File: config.mk
export PLATFORM = sky130hd
export DESIGN_NAME = int_to_fp
export DESIGN_NICKNAME = d
export VERILOG_FILES = /design/src/rtl/int_to_fp.sv
export SDC_FILE = /design/constraint.sdc
export NUM_CORES = 1
export LEC_CHECK = 0
export CORE_UTILIZATION = 30
export CTS_CLUSTER_DIAMETER = 200
export CTS_CLUSTER_SIZE = 40
export DETAILED_ROUTE_END_ITERATION = 12
export PLACE_DENSITY = 0.47
export SYNTH_ARGS = -nofsm -noshare
export SYNTH_HDL_FRONTEND = slang
export SYNTH_SLANG_ARGS = --single-unit
File: constraint.sdc
create_clock -name clk -period 2.02 [get_ports clk]
set_clock_uncertainty 0.2 [all_clocks]
set_input_delay 0.404 -clock clk [delete_from_list [all_inputs] [get_ports clk]]
set_output_delay 0.404 -clock clk [all_outputs]
set_load 0.1 [all_outputs]
File: src/rtl/int_to_fp.sv
// Pipelined signed fixed-point integer to floating-point converter (bfloat16 by default).
// Four register stages: magnitude, leading-one detect, normalize, round-to-nearest-even.
module int_to_fp #(
  parameter int EXPONENT_SIZE        = 8,
  parameter int MANTISSA_SIZE        = 7,
  parameter int INT_SIZE             = 16,
  parameter int FIXED_POINT_POSITION = 0
) (
  input  logic                     clk,
  input  logic                     reset,
  input  logic                     in_valid,
  output logic                     in_ready,
  input  logic [INT_SIZE-1:0]      din,
  output logic                     out_valid,
  input  logic                     out_ready,
  output logic                     sign,
  output logic [EXPONENT_SIZE-1:0] exponent,
  output logic [MANTISSA_SIZE-1:0] mantissa
);
  localparam int BIAS = 2**(EXPONENT_SIZE-1) - 1;
  localparam int PW   = $clog2(INT_SIZE);
  // Selects the bits below the guard bit of a normalized word.
  localparam logic [INT_SIZE-1:0] STICKY_MASK = {INT_SIZE{1'b1}} >> (MANTISSA_SIZE + 2);

  logic advance;
  assign advance  = ~out_valid | out_ready;
  assign in_ready = advance;

  // Stage registers
  logic                     s1_valid_reg, s2_valid_reg, s3_valid_reg;
  logic                     s1_sign_reg, s2_sign_reg, s3_sign_reg;
  logic [INT_SIZE-1:0]      s1_mag_reg, s2_mag_reg, s3_norm_reg;
  logic [PW-1:0]            s2_lead_reg;
  logic                     s2_zero_reg;
  logic [EXPONENT_SIZE-1:0] s3_exp_reg;

  // S1: magnitude; the most negative input maps to 2**(INT_SIZE-1) unsigned.
  logic [INT_SIZE-1:0] mag_next;
  assign mag_next = din[INT_SIZE-1] ? -din : din;

  // S2: leading-one position (highest set bit wins).
  logic [PW-1:0] lead_next;
  logic          zero_next;
  always_comb begin
    lead_next = '0;
    for (int i = 0; i < INT_SIZE; i++) begin
      if (s1_mag_reg[i]) lead_next = PW'(i);
    end
  end
  assign zero_next = (s1_mag_reg == '0);

  // S3: normalize so the leading one sits in the MSB.
  logic [PW-1:0]            shift_amt;
  logic [INT_SIZE-1:0]      norm_next;
  logic [EXPONENT_SIZE-1:0] exp_next;
  assign shift_amt = PW'(INT_SIZE - 1) - s2_lead_reg;
  assign norm_next = s2_mag_reg << shift_amt;
  assign exp_next  = s2_zero_reg ? '0
                   : EXPONENT_SIZE'(BIAS + int'(s2_lead_reg) - FIXED_POINT_POSITION);

  // S4: round to nearest, ties to even; a zero word has no hidden bit and never rounds.
  logic                     hidden_bit, guard_bit, sticky_bit, round_up;
  logic [MANTISSA_SIZE-1:0] kept;
  logic [MANTISSA_SIZE:0]   rounded;
  logic [EXPONENT_SIZE-1:0] exp_out_next;
  assign hidden_bit   = s3_norm_reg[INT_SIZE-1];
  assign kept         = s3_norm_reg[INT_SIZE-2 -: MANTISSA_SIZE];
  assign guard_bit    = s3_norm_reg[INT_SIZE-2-MANTISSA_SIZE];
  assign sticky_bit   = |(s3_norm_reg & STICKY_MASK);
  assign round_up     = hidden_bit & guard_bit & (sticky_bit | kept[0]);
  assign rounded      = {1'b0, kept} + (MANTISSA_SIZE+1)'(round_up);
  assign exp_out_next = s3_exp_reg + EXPONENT_SIZE'(rounded[MANTISSA_SIZE]);

  always_ff @(posedge clk) begin
    if (reset) begin
      s1_valid_reg <= 1'b0;
      s2_valid_reg <= 1'b0;
      s3_valid_reg <= 1'b0;
      out_valid    <= 1'b0;
      s1_sign_reg  <= 1'b0;
      s2_sign_reg  <= 1'b0;
      s3_sign_reg  <= 1'b0;
      s1_mag_reg   <= '0;
      s2_mag_reg   <= '0;
      s2_lead_reg  <= '0;
      s2_zero_reg  <= 1'b0;
      s3_norm_reg  <= '0;
      s3_exp_reg   <= '0;
      sign         <= 1'b0;
      exponent     <= '0;
      mantissa     <= '0;
    end else if (advance) begin
      s1_valid_reg <= in_valid;
      s1_sign_reg  <= din[INT_SIZE-1];
      s1_mag_reg   <= mag_next;

      s2_valid_reg <= s1_valid_reg;
      s2_sign_reg  <= s1_sign_reg;
      s2_mag_reg   <= s1_mag_reg;
      s2_lead_reg  <= lead_next;
      s2_zero_reg  <= zero_next;

      s3_valid_reg <= s2_valid_reg;
      s3_sign_reg  <= s2_sign_reg;
      s3_norm_reg  <= norm_next;
      s3_exp_reg   <= exp_next;

      out_valid    <= s3_valid_reg;
      sign         <= s3_sign_reg;
      exponent     <= exp_out_next;
      mantissa     <= rounded[MANTISSA_SIZE-1:0];
    end
  end
endmodule

* Yosys cells after proc, flatten, opt, wreduce, memory -nomap -nowiden
Index checks and enable logic that the tools add are counted.
** Storage, ports and cells
- Bits in writable memories :: 0
- Output and inout port bits :: 18
- Register bits :: 84
- Bits in latches :: 0
- Input bits :: 20
- Memories :: 0
- Logic and storage cells :: 46
- Bits in read-only memories :: 0
** Cells by class
- Div/mod/pow operators :: 0
- Bitwise gates (word level) :: 5
- Add/sub/neg operators :: 5
- Order comparisons :: 0
- $mul :: 0
- Multiplexer cells :: 17
- Equality and inequality tests :: 0
- Shifts and indexed selects :: 1
- Reductions and logical operators :: 2
** Operator list (number)
- 4-bit 2-to-1 mux :: 13
- 16-bit logical NOT :: 1
- 16-bit 2-to-1 mux :: 1
- 16-bit negator :: 1
- 16-bit by 4-bit << shifter with 16-bit output :: 1
- 7-bit by 1-bit adder with 8-bit output :: 1
- 7-bit by 4-bit adder with 8-bit output (first input constant) :: 1
- 8-bit by 1-bit adder with 8-bit output :: 1
- 8-bit 2-to-1 mux :: 1
- 7-bit OR reduction :: 1
- 4-bit subtractor (first input constant) :: 1
- 1-bit bitwise AND :: 2
- 2-bit 2-to-1 mux :: 1
- 1-bit bitwise OR :: 2
- 1-bit 2-to-1 mux :: 1
- 1-bit NOT :: 1

* Depth between registers and ports, before layout
Gate-level depths: netlist (run 1).
- Depth after elaboration :: 15
- Depth in mapped cells :: 10

* Worst setup path before layout (run 1)
OpenSTA, ideal clock, no wires.
- Path type :: reg2out
- Start point :: register out_valid
- End point :: output port in_ready
- Cell stages (with the launch flop) :: 6
- Arrival time :: 2448 ps
- Setup slack :: -1032 ps
- Path through :: dfxtp_1 nor2b_1 clkbuf_1 inv_2 clkbuf_1 clkbuf_1
** On the way
- Cells in the longest elaborated chain, start to end :: 2
** Ends and longest elaborated chain
- start: declaration :: line 14 : output logic out_valid,
- start signal: assignment :: line 108 : out_valid <= s3_valid_reg;
- 1-bit NOT :: line 26 : assign advance = ~out_valid | out_ready;
- 1-bit bitwise OR :: line 26
- end: declaration :: line 12 : output logic in_ready,
No other way between the ends.

* Final worst setup path (run 1)
- Start point :: register s3_norm_reg[10]
- End point :: register exponent[7]
** On the way
- Cells in the longest elaborated chain, start to end :: 2
** Ends and longest elaborated chain
- start: declaration :: line 32 : logic [INT_SIZE-1:0] s1_mag_reg, s2_mag_reg, s3_norm_reg;
- start signal: assignment :: line 105 : s3_norm_reg <= norm_next;
- 7-bit by 1-bit adder with 8-bit output :: line 71 : assign rounded = {1'b0, kept} + (MANTISSA_SIZE+1)'(round_up);
- 8-bit by 1-bit adder with 8-bit output :: line 72 : assign exp_out_next = s3_exp_reg + EXPONENT_SIZE'(rounded[MANTISSA_SIZE]);
- end signal: assignment :: line 110 : exponent <= exp_out_next;
- end: declaration :: line 17 : output logic [EXPONENT_SIZE-1:0] exponent,
No other way between the ends.
A chain may end at the register's enable or synchronous reset.

==> results of run 1 <==
==> final timing paths <==
path	from	depth (start not counted)	slack, ps	endpoint
worst min register to register	s2_sign_reg$_SDFFE_PP0P_	2	250	s2_sign_reg$_SDFFE_PP0P_
worst min-delay path	s2_sign_reg$_SDFFE_PP0P_	2	250	s2_sign_reg$_SDFFE_PP0P_
worst max-delay path	s3_norm_reg[10]$_SDFFE_PP0P_	10	50	exponent[7]$_SDFFE_PP0P_
worst max register to register	s3_norm_reg[10]$_SDFFE_PP0P_	10	50	exponent[7]$_SDFFE_PP0P_
==> Yosys cell counts (all sizes together) (10+ instances only) <==
library cell	instances
o21ai	16
mux2i	19
nor2	66
nand3	11
dfxtp	83
a22oi	17
buf	10
nand2	73
xor2	16
nor3	11
clkbuf	28
a21oi	50
a211oi	29
==> kinds of logic after synthesis <==
logic type               Yosys count  synth area share
flip-flops                        83             0.403
adder cells (fa/ha/maj)            6            0.0182
AO/OA/AOI/OAI                    136             0.215
XOR/XNOR                          24            0.0510
multiplexers                      25            0.0652
buffers and inverters             48            0.0446
AND/OR/NAND/NOR                  192             0.203
==> per-stage QoR <==
stage | area [µm²] | TNS, ps
6_report | 5730 | 0
5_1_grt | 5730 | -104
4_1_cts | 5640 | -30.5
3_5_place_dp | 5290 | -5650
3_3_place_gp | 5290 | -5250
2_1_floorplan | 4160 | -285
==> layer usage <==
layer  part of all wire  routed length, µm
met1               0.46               4880
met2               0.49               5170
met3              0.040                423
met4              0.010                110
met5                  0                  0
==> cell usage in the layout, fill, tap and decap left out, drive strengths merged, types with 2 or more instances in the layout <==
cell type	synthesis	final
a2111oi	2	2
a211o	3	3
a211oi	29	29
a21oi	50	50
a22oi	17	17
a311oi	2	2
a32oi	2	2
and3	7	7
buf	10	82
clkbuf	28	11
clkdlybuf4s50	0	8
clkinv	2	4
clkinvlp	0	2
dfxtp	83	83
dlygate4sd2	0	6
ha	6	6
inv	8	8
mux2	5	5
mux2i	19	19
nand2	73	73
nand3	11	11
nand4	3	3
nor2	66	66
nor2b	5	5
nor3	11	11
nor4	7	7
o21ai	16	16
o22ai	2	2
o31ai	4	4
or2	2	2
or3	2	2
or4	2	2
xnor2	8	8
xor2	16	16
==> area by class of cell <==
type	instances	area (µm²)
inverters	10	43.8
well taps	176	220
repair buffers	98	1080
clock inverters	5	52.6
fillers	1403	7620
multi-input cells	383	2420
flip-flops and latches	83	1670
clock buffers	11	243
==> worst max-delay path: cells and delay by family, from the launching register on <==
kind / cells / cell delay (ps)
XOR/XNOR: 1 / 150
AND/OR/NAND/NOR: 7 / 870
flip-flops: 1 / 340
AO/OA/AOI/OAI: 1 / 210
adder cells (fa/ha/maj): 1 / 140
==> power breakdown <==
group / switching, µW / internal [µW] / total, µW
sequential: 142 / 1760 / 1900
combinational: 532 / 430 / 962
clock: 649 / 985 / 1630
==> repair_timing <==
item                       CTS  global route
pin swaps                   18            11
buffers inserted             3             1
setup endpoints to repair   18            15
gates resized for setup     31            16
==> results.md, run 1 <==
- outcome: completed
- DP Wirelength: 7790 µm
- post-route clock period utilization: 0.976
- first-pass GRT wire length: 17900 µm
- placeable core area: 13300 µm²
- type of the setup path with the least slack: flop to flop
- remaining number of nets flagged by the antenna check after routing: 0
- overall die area: 14200 µm²
- portion of synthesized cell area occupied by the leading cell type: 0.403
- number of standard cells in the final layout excluding fillers: 766
- clock tree from TritonCTS: built
- Worst Max-Slew Pin Slew: 536 ps
- count of unique library cells instantiated by Yosys: 47
- GRT overflow: 0
- Slew Limit Fails: 0
- post-layout power: 4490 µW
- mean routed wirelength per cell: 13.8 µm
- Leakage Power: 0.00226 µW
- number of nets at the end of the flow: 611
- clock slew at reported path FFs: 60 ps
- min-delay worst type: flop to flop
- Setup-failing EPs final: 0
- number of antenna violations at the first check in global routing: 0
- number of primary I/O pins: 38
- slowest cell on the critical path: sky130_fd_sc_hd__dfxtp_2
- nature of the critical path startpoint: flop
- relative area change from synthesis to final layout: 38.8%
- number of rows in the core area: 42
- Setup WS post-layout: 47.6 ps
- met3 routing resource usage after global routing: 0.0441
- initial standard-cell utilization of the core: 0.309
- GRT met2 Usage: 0.273
- die boundary width: 119 µm
- Placed Cells incl. Taps: 746
- Req. time, crit path: 2080 ps
- Clock Latency Late Sink: 340 ps
- total track usage: 0.157
- post-cts hold buffer count: 0
- summed instance area of the synthesized netlist: 4130 µm²
- EDFF count, synth: 0
- Synth Register Bits: 83
- headroom to the max-slew limit: 0.634
- critical-path maximum fanout: 2
- nets in the synthesized netlist: 540
- sequential area share after synthesis: 0.403
- number of hold violations in the final report: 0
- RD Place Congestion: 0.842
- critical path cell sequence: nand3_2 > nor2_4 > and3_4 > and3_4 > ha_4 > nand3_2 > nor2_2 > nand2_1 > xor2_1 > a211oi_1
- H-tree lvl count: 3
- flip-flop cell with the highest count after synthesis: sky130_fd_sc_hd__dfxtp_1
- total of max-cap violations: 0
- clock buffer count from CTS: 9
- worst hold slack across all endpoints: 251 ps
- clock root buffer master: sky130_fd_sc_hd__clkbuf_16
- Power per Cell Area: 785 nW/µm²
- Remaining DRCs: 0
- share of post-route cells with drive strength above 1: 0.231
- DR pass1 iterations: 4
- final design utilization: 0.429
- antenna diode count: 0
- number of input and output port buffers inserted: 37
- Max Root-Sink Buffers: 2
- total wire length after detailed routing: 10600 µm
- fraction of registers with async set/reset: 0
- Vert. Die Dim: 119 µm
- cell accounting for the most synthesized area: sky130_fd_sc_hd__dfxtp_1
- worst vdd ir: 0.407 mV
- via count of the first global-routing pass: 3667
- Most Used Layer, Global Route: met2
- total via count after detailed routing: 3778
- f_max: 507 MHz
- mean area per synthesized cell: 8.03 µm²
- RSZ-0062 raised after global routing: true
- pre-CTS setup slack: -642 ps
- routed via count divided by cell count: 4.93
- cell count after synthesis: 514
- clock period minus final worst setup slack: 1970 ps
- maximum number of pins on one net before global-route repair: 32
- Detailed Route Iter0 Violations: 193
- Synth area leaders: sky130_fd_sc_hd__dfxtp_1, sky130_fd_sc_hd__nand2_1, sky130_fd_sc_hd__a21oi_1, sky130_fd_sc_hd__nor2_1, sky130_fd_sc_hd__a211oi_1
- Ys Warns: 0
- Critical Path Max Stage Delay: 340 ps
- sort of element at the end of the critical path: flop
- number of clock sinks seen by CTS: 83
- met1 usage in global routing: 0.189
- data arrival time of the worst path: 2030 ps
Note: power is estimated with default switching activity, not from simulation.
==> run 2: changes to the inputs <==
--- a/config.mk
+++ b/config.mk
@@ -5,11 +5,10 @@
 export SDC_FILE = /design/constraint.sdc
 export NUM_CORES = 1
 export LEC_CHECK = 0
-export CORE_UTILIZATION = 30
+export CORE_UTILIZATION = 35
 export CTS_CLUSTER_DIAMETER = 200
 export CTS_CLUSTER_SIZE = 40
 export DETAILED_ROUTE_END_ITERATION = 12
-export PLACE_DENSITY = 0.47
 export SYNTH_ARGS = -nofsm -noshare
 export SYNTH_HDL_FRONTEND = slang
 export SYNTH_SLANG_ARGS = --single-unit
==> results.md, run 2 (synthesis results as in run 1) <==
- final design utilization: 0.492, +0.0628
- antenna diode count: 0, unchanged
- nature of the critical path startpoint: primary input
- number of fillers in the final layout: 1079, -23%
- via count of the first global-routing pass: 3567, -2.7%
- Worst Max-Slew Pin Slew: 519 ps, -16.2 ps
- DP Wirelength: 7140 µm, -8.4%
- cell depth of the worst flop-to-flop path: 10, unchanged
- routed length on met1: 4570 µm, -6.3%
- RSZ-0062 raised after global routing: true
- Worst setup startpoint: din[4]
- number of primary I/O pins: 38, unchanged
- worst reg2reg endpoint: exponent[7]$_SDFFE_PP0P_
- Power per Cell Area: 803 nW/µm², +2.4%
- total length of routed met2 wires: 4980 µm, -3.7%
- total track usage: 0.164, +0.00673
- data arrival time of the worst path: 2030 ps, about the same
- area of combinational cells with multiple inputs: 2410 µm², -0.52%
- most frequent cells in the layout: sky130_fd_sc_hd__dfxtp_1, sky130_fd_sc_hd__nand2_1, sky130_fd_sc_hd__nor2_1, sky130_fd_sc_hd__buf_4, sky130_fd_sc_hd__a21oi_1
- H-tree lvl count: 3, unchanged
- initial standard-cell utilization of the core: 0.360, +0.0507
- first-pass GRT wire length: 16500 µm, -7.6%
- clock period minus final worst setup slack: 2020 ps, +47.2 ps
- RD Place Congestion: 0.840, -0.18%
- clock slew at reported path FFs: 60 ps, about the same
- headroom to the max-slew limit: 0.645, +0.0111
- Setup WS post-layout: 0.353 ps, -47.2 ps
- total via count after detailed routing: 3815, +0.98%
- Leakage Power: 0.00222 µW, -1.7%
- clock tree from TritonCTS: built
- outcome: completed
- number of input and output port buffers inserted: 37, unchanged
- worst min-delay path endpoint: s3_valid_reg$_SDFFE_PP0P_
- placeable core area: 11500 µm², -14%
- Detailed Route Iter0 Violations: 124, -36%
- relative area change from synthesis to final layout: 36.7%
- setup slack of the worst register-to-register path: 20 ps, -30 ps
- routed via count divided by cell count: 5.23, +6.0%
- Vert. Die Dim: 111 µm, -7.3%
- Setup-failing EPs final: 0, unchanged
- Max Root-Sink Buffers: 2, unchanged
- overall die area: 12200 µm², -14%
- number of cells on the worst hold path: 2, unchanged
- number of antenna violations at the first check in global routing: 0, unchanged
- Clock Latency Late Sink: 330 ps, about the same
- total wire length after detailed routing: 9950 µm, -5.9%
- mean routed wirelength per cell: 13.6 µm, -1.3%
- f_max: 495 MHz, -2.3%
- worst vdd ir: 0.472 mV, +16%
- post-layout power: 4530 µW, +0.81%
- Worst Min Path Start: s3_valid_reg$_SDFFE_PP0P_
- Crit Reg-Reg Startpoint: s3_norm_reg[9]$_SDFFE_PP0P_
- uppermost signal routing layer after detailed routing: met4
- flip-flop and latch area: 1670 µm², unchanged
- maximum number of pins on one net before global-route repair: 26, -19%
- number of rows in the core area: 39, -7.1%
- remaining number of nets flagged by the antenna check after routing: 0, unchanged
- die boundary width: 111 µm, -7.3%
- share of post-route cells with drive strength above 1: 0.220, -0.0107
- met3 WL post-DR: 268 µm, -37%
- number of clock sinks seen by CTS: 83, unchanged
- critical-path maximum fanout: 5, +3
- min-delay worst type: flop to flop
- sort of element at the end of the critical path: flop
- commonest non-fill, non-tap cell in the layout: sky130_fd_sc_hd__dfxtp_1
- total of max-cap violations: 0, unchanged
- Remaining DRCs: 0, unchanged
- clock root buffer master: sky130_fd_sc_hd__clkbuf_16
- DR pass1 iterations: 4, unchanged
- post-route clock period utilization: 1.00, +0.0234
- Slew Limit Fails: 0, unchanged
- GRT overflow: 0, unchanged
- pre-CTS setup slack: -669 ps, -27.2 ps
- number of nets at the end of the flow: 608, -0.49%
- clock buffer count from CTS: 9, unchanged
- Req. time, crit path: 2030 ps, -50 ps
- type of the setup path with the least slack: primary input to flop
- number of hold violations in the final report: 0, unchanged
run 2: per-stage QoR:
stage                     setup TNS (ps)  hold WS [ps]  cell area [µm²]  instances
after floorplan                     -285           232             4160        514
after global placement             -4770           240             5170        706
after detailed placement           -5460           246             5170        706
after CTS                         -0.112           252             5520        725
after global routing                -196           271             5640        730
final                                  0           253             5640        730
run 2: worst max-delay path by stage:
| stage | end | slack (ps) |
|---|---|---|
| after floorplan | s1_mag_reg[14]$_SDFFE_PP0P_ | -150 |
| after global placement | s1_mag_reg[14]$_SDFFE_PP0P_ | -610 |
| after detailed placement | s1_mag_reg[14]$_SDFFE_PP0P_ | -670 |
| after CTS | s1_mag_reg[14]$_SDFFE_PP0P_ | -0.1 |
| after global routing | exponent[7]$_SDFFE_PP0P_ | -80 |
| final | s1_mag_reg[8]$_SDFFE_PP0P_ | 0.4 |
run 2: critical path, cell delays in order:
cell and delay [ps]:
sky130_fd_sc_hd__dlygate4sd2_1 250, sky130_fd_sc_hd__or3_4 390, sky130_fd_sc_hd__or3b_4 440, sky130_fd_sc_hd__o31ai_2 210, sky130_fd_sc_hd__xor2_1 230, sky130_fd_sc_hd__a211oi_2 100
run 2: area by class of cell:
cell class | instances | share of cell area
clock buffers | 13 | 0.0481
clock inverters | 3 | 0.00776
inverters | 10 | 0.00732
multi-input cells | 383 | 0.427
flip-flops and latches | 83 | 0.296
well taps | 143 | 0.0317
repair buffers | 95 | 0.182
run 2: where the power goes:
part	internal (µW)	leakage, µW	switching, µW	total (µW)
clock network	1070	0.000155	629	1700
registers	1760	0.000685	130	1890
logic	414	0.00138	534	948
run 2: per-layer routing:
layer | GRT usage | up-vias
met5 | 0 | -
met3 | 0.0346 | 12
met4 | 0.0676 | 0
li1 | - | 1958
met2 | 0.286 | 60
met1 | 0.195 | 1785
run 2: what timing repair did:
| item | 4_1_cts | 5_1_grt |
|---|---|---|
| pin swaps | 16 | 11 |
| resized for setup | 25 | 19 |
| hold buffers | 0 | 0 |
| buffers inserted | 3 | 5 |
| setup endpoints to repair | 14 | 12 |
